## src/rtl/secuencia_detector_param.sv

```systemverilog
// -----------------------------------------------------------------------------
// secuencia_detector_param
//
// Parametrised serial pattern detector (Moore). Samples 'w' on edges where
// 'en' is high, keeps the last N bits in a shift register and raises a
// registered flag 'z' when they equal the target pattern. Detection can be
// overlapping or non-overlapping (OVERLAP). A saturating counter records how
// many matches have been seen; 'clr' zeroes only that counter.
//
// Optional build macro: SECUENCIA_PATTERN_LOAD_EN
//   Adds 'pat_load'/'pat_in' so the target pattern can be reloaded at run
//   time. A load edge clears the history and the flag and samples nothing.
// -----------------------------------------------------------------------------
module secuencia_detector_param #(
    parameter int             N       = 4,
    parameter logic [N-1:0]   PATTERN = 4'b1011,
    parameter int             OVERLAP = 1,
    parameter int             CW      = 8
) (
    input  logic                   clk,
    input  logic                   reset,
    input  logic                   en,
    input  logic                   w,
    input  logic                   clr,
`ifdef SECUENCIA_PATTERN_LOAD_EN
    input  logic                   pat_load,
    input  logic [N-1:0]           pat_in,
`endif
    output logic                   z,
    output logic [CW-1:0]          count,
    output logic [$clog2(N+1)-1:0] fill
);

    localparam int             FW       = $clog2(N + 1);
    localparam logic [FW-1:0]  FILL_MAX = FW'(N);
    localparam logic [CW-1:0]  CNT_MAX  = '1;

    // Architectural state
    logic [N-1:0]  hist_q,  hist_d;
    logic [FW-1:0] fill_q,  fill_d;
    logic          z_q,     z_d;
    logic [CW-1:0] count_q, count_d;

    // Derived values for the current sampling edge
    logic [N-1:0]  next_hist;
    logic [FW-1:0] next_fill;
    logic [N-1:0]  pat_cur;
    logic          load;
    logic          match;

`ifdef SECUENCIA_PATTERN_LOAD_EN
    logic [N-1:0]  pat_q, pat_d;

    assign pat_cur = pat_q;
    assign load    = pat_load;
`else
    assign pat_cur = PATTERN;
    assign load    = 1'b0;
`endif

    // Candidate history/fill if this edge samples 'w', and the match decision.
    // A match needs a completely filled history, so a partial history right
    // after reset or a non-overlapping restart can never alias the pattern.
    always_comb begin
        next_hist = {hist_q[N-2:0], w};
        next_fill = (fill_q == FILL_MAX) ? FILL_MAX : fill_q + FW'(1);
        match     = en && !load && (next_fill == FILL_MAX) && (next_hist == pat_cur);
    end

    // Next-state logic: pattern load, sampling, and the match counter.
    always_comb begin
        // NOTE: every signal assigned here gets a default first, so no path
        // leaves it unassigned and no latch is inferred.
        hist_d  = hist_q;
        fill_d  = fill_q;
        z_d     = z_q;
        count_d = count_q;
`ifdef SECUENCIA_PATTERN_LOAD_EN
        pat_d   = pat_q;
`endif

        if (load) begin
            // Reload the target; old history is meaningless against it.
`ifdef SECUENCIA_PATTERN_LOAD_EN
            pat_d  = pat_in;
`endif
            hist_d = '0;
            fill_d = '0;
            z_d    = 1'b0;
        end else if (en) begin
            z_d    = match;
            hist_d = next_hist;
            // Non-overlapping mode restarts the history count after a hit;
            // the bits shifted into hist are then ignored until refilled.
            if (match && (OVERLAP == 0)) begin
                fill_d = '0;
            end else begin
                fill_d = next_fill;
            end
        end

        // Clear wins over the old value but a same-edge match still counts.
        if (clr) begin
            count_d = match ? CW'(1) : '0;
        end else if (match && (count_q != CNT_MAX)) begin
            count_d = count_q + CW'(1);
        end
    end

    // State register with synchronous, active-high reset (highest priority).
    always_ff @(posedge clk) begin
        // NOTE: sequential state uses non-blocking assignments so every
        // register samples the pre-edge values of the others.
        if (reset) begin
            hist_q  <= '0;
            fill_q  <= '0;
            z_q     <= 1'b0;
            count_q <= '0;
`ifdef SECUENCIA_PATTERN_LOAD_EN
            pat_q   <= PATTERN;
`endif
        end else begin
            hist_q  <= hist_d;
            fill_q  <= fill_d;
            z_q     <= z_d;
            count_q <= count_d;
`ifdef SECUENCIA_PATTERN_LOAD_EN
            pat_q   <= pat_d;
`endif
        end
    end

    // Outputs come straight from registers (Moore).
    always_comb begin
        z     = z_q;
        count = count_q;
        fill  = fill_q;
    end

endmodule
```

## config.mk

```make
export PLATFORM = sky130hd
export DESIGN_NAME = secuencia_detector_param
export DESIGN_NICKNAME = d
export VERILOG_FILES = /design/src/rtl/secuencia_detector_param.sv
export SDC_FILE = /design/constraint.sdc
export NUM_CORES = 1
export LEC_CHECK = 0
export BUFFER_PORTS_ARGS = -buffer_cell sky130_fd_sc_hd__buf_2
export CAP_MARGIN = 15
export CORE_MARGIN = 8
export CORE_UTILIZATION = 40
export CTS_CLUSTER_DIAMETER = 50
export DETAILED_ROUTE_END_ITERATION = 8
export HOLD_SLACK_MARGIN = 0.1
export PLACE_DENSITY = 0.74
export REMOVE_ABC_BUFFERS = 1
export SYNTH_ARGS = -nofsm -noshare
export SYNTH_HDL_FRONTEND = slang
export SYNTH_SLANG_ARGS = --single-unit
export TNS_END_PERCENT = 10
```

## constraint.sdc

```tcl
create_clock -name clk -period 2 [get_ports clk]
set_input_delay 0.2 -clock clk [delete_from_list [all_inputs] [get_ports clk]]
set_output_delay 0.2 -clock clk [all_outputs]
set_load 0.02 [all_outputs]
```

==> results.md <==
* Synthesized area at 719 sq um
* Share of layout cells above drive strength 1 at 38.1%
* Status: completed
* M1 GR Usage at 11.5%
* Detailed placement HPWL at 1.28 mm
* Clock group share of total power at 32.4%
* Leakage at 0.358 nW
* #FFs+latches synth at 15
* Post-Syn Area per Cell at 8.67 sq um
* Tmin final at 1950 ps
* Initial antenna violation count at 0
* Worst Hold Class: in2reg
* Number of flops mapped to enable cells by yosys at 0
* GR Layer Usage met3 at 5.43%
* Logic gate share of total power at 11.6%
* Internal power at 413 uW
* Worst Setup Start Kind: flip-flop
* Avg WL per Cell at 12.9 microns
* Layout Nets at 114
* Actual slew at the worst max-slew pin at 338 ps
* Die extent in x at 58.4 microns
* Yosys warns at 0
* F_max at 512 MHz
* Synth area leader: dfxtp_1
* Reg2reg end: count[5]
* Drt pass-1 iters at 4
* Die H at 58.4 microns
* Gp weighted congestion at 0.762
* Reg clk slew, reported paths at 90 ps
* Crit path largest cell delay at 420 ps
* CTS Buf Count at 3
* First-pass GRT wire length at 2.94 mm
* Post-synth top flop: dfxtp_1
* Cells after synthesis at 83
* Sequential share of power at 56.0%
* Worst-Skew Late Latency at 290 ps
* Post-route DRC at 0
* Slew HR at 77.1%
* Arrival time at the worst endpoint at 2190 ps
* Hold Crit Depth at 3
* CTS tree: built
* Final Setup Violations at 0
* Max Slew Vio Count at 0
* RSZ-0062 raised after global routing: true
* # hold bufs at CTS at 0
* VDD IR max at 415 uV
* Sequential area share after synthesis at 41.7%
* # diodes at 0
* Detailed Route WL at 1.68 mm
* Sw power at 139 uW
* Top cells by count, synth: dfxtp_1, a21oi_1, nor2_1
* Via count at 662
* Largest net degree at the start of global routing at 11
* Hold WS at 169 ps
* Port Buffers at 16
* Hold Startpoint: w
* Share of Yosys cell area claimed by the top area cell type at 41.7%
* Async set-or-reset flop fraction in the synthesized netlist at 0%
* Floorplan Core Area at 0.00171 sq mm
* Max Cap Violations at 0
* Setup CP Type: reg2reg
* Required @ worst endpoint at 2230 ps
* CTS root buf: clkbuf_4
* Num rows at 15
* Grt peak-use layer: met2
* Setup TNS at 0 ps
* PD cells at 593 mW/mm^2
* Yosys cell types at 28
* Worst Hold End: hist_q[0]
* R2r setup slk at 50 ps
* # H-tree levels at 1
* Starting Density at 42.1%
* Die Footprint at 0.00341 sq mm
* Worst R2R Path Depth at 8
* # Post-CTS Setup Buffers at 0
* Fin crit share at 97.7%
* Crit-path max FO at 7
* Worst r2r src: fill[1]
* Total power at 552 uW
* Sw frac at 25.1%
* Final Skew at 8.86 ps
* Number of global-route vias before repair at 712
* GRT met2 Usage at 17.5%
* Area grow syn2layout at 29.4%
* Fin. Hold Viols at 0
* Max clock buf depth at 2
* CTS sink count at 15
* Gr usage total at 11.0%
* Post-route ant nets at 0
* Vias/cell at 5.09
* Slowest cell on the critical path: or3_4
* Total congestion overflow at 0
* Dominant cells by area after synthesis: dfxtp_1, a21oi_1, mux2i_1
* Fillers at 171
* Critical Path, Cell by Cell: inv_2 -> ha_4 -> nand2b_4 -> a21o_1 -> or3_4 -> buf_6 -> or3_1 -> a21oi_1
* Most instantiated library cell after synthesis: dfxtp_1
* Top Ports at 17
* Critical Path End Type: flip-flop
* Iteration-0 DRC Markers at 8
==> cells by family (layout without fill, tap and decap cells) <==
family | Yosys count | in the layout | share of synthesized area, %
AOI/OAI and AO/OA | 21 | 21 | 17.2
muxes | 4 | 4 | 5.57
and+or+nand+nor | 33 | 33 | 25.9
DFF | 15 | 15 | 41.7
buffers and inverters | 7 | 29 | 4.35
adders and majority gates | 3 | 3 | 5.22
==> metrics by stage <==
stage | utilization (%) | worst slack [ps] | instances | instance area, sq um
after detailed placement | 50.1 | -121 | 126 | 856
after floorplan | - | -285 | 79 | 699
after global routing | 54.5 | -38.4 | 130 | 931
after global placement | 50.1 | -43.0 | 126 | 856
final | 54.5 | 46.8 | 130 | 931
after CTS | 52.6 | 0.892 | 130 | 898
==> flip-flops by register name, summed over array words and instances, names as in the netlist <==
register	cells
hist_q	3
count	8
z	1
fill	3
==> area by class of cell <==
class / instances / area, sq um / area share, %
Clock buffer: 4 / 26.3 / 2.82
Inverter: 3 / 11.3 / 1.21
Multi-Input combinational cell: 61 / 427 / 45.8
Sequential cell: 15 / 303 / 32.5
Tap cell: 25 / 31.3 / 3.36
Timing Repair Buffer: 22 / 133 / 14.2
==> worst max-delay path by stage <==
| stage | cells after the start | startpoint | end |
|---|---|---|---|
| 2_1_floorplan | 7 | fill[0] | count[7] |
| 3_3_place_gp | 7 | fill[0] | count[7] |
| 3_5_place_dp | 7 | fill[0] | count[7] |
| 4_1_cts | 7 | fill[0] | count[7] |
| 5_1_grt | 8 | fill[1] | count[5] |
| 6_report | 8 | fill[1] | count[5] |
==> metal layers <==
layer | vias to the layer above | share of wire (%)
met2 | 16 | 46
met1 | 300 | 44
li1 | 340 | -
met4 | 0 | 1.6
met5 | - | 0
met3 | 6 | 7.7
==> power groups by stage <==
stage	clock network (mW)	logic, mW	registers, mW
2_1_floorplan	0	0.0219	0.321
3_3_place_gp	0	0.0499	0.314
3_5_place_dp	0	0.0541	0.315
4_1_cts	0.184	0.0597	0.308
5_1_grt	0.197	0.0710	0.310
6_report	0.179	0.0641	0.309
==> critical path, delay by kind of cell (launching register included) <==
family                     cells  cell delay, ps
AOI/OAI and AO/OA              2             300
and+or+nand+nor                3             850
DFF                            1             340
adders and majority gates      1             230
buffers and inverters          2             190
==> what timing repair did <==
item                                    CTS  global route
endpoints found under the setup margin    4             4
pin swaps                                 3             9
resized for setup                         4             9
==> cell usage in the layout (no fill, tap or decap), types with 3 or more instances in the layout <==
cell type	Yosys	final
nor2_1	6	6
buf_2	1	16
o21ai_0	4	4
dfxtp_1	15	13
buf_4	1	4
nand2_1	5	5
mux2i_1	4	4
a21oi_1	10	8
or2_2	3	3
nand3_1	4	4
clkbuf_4	0	3
Power figures use the tool's default switching activity.
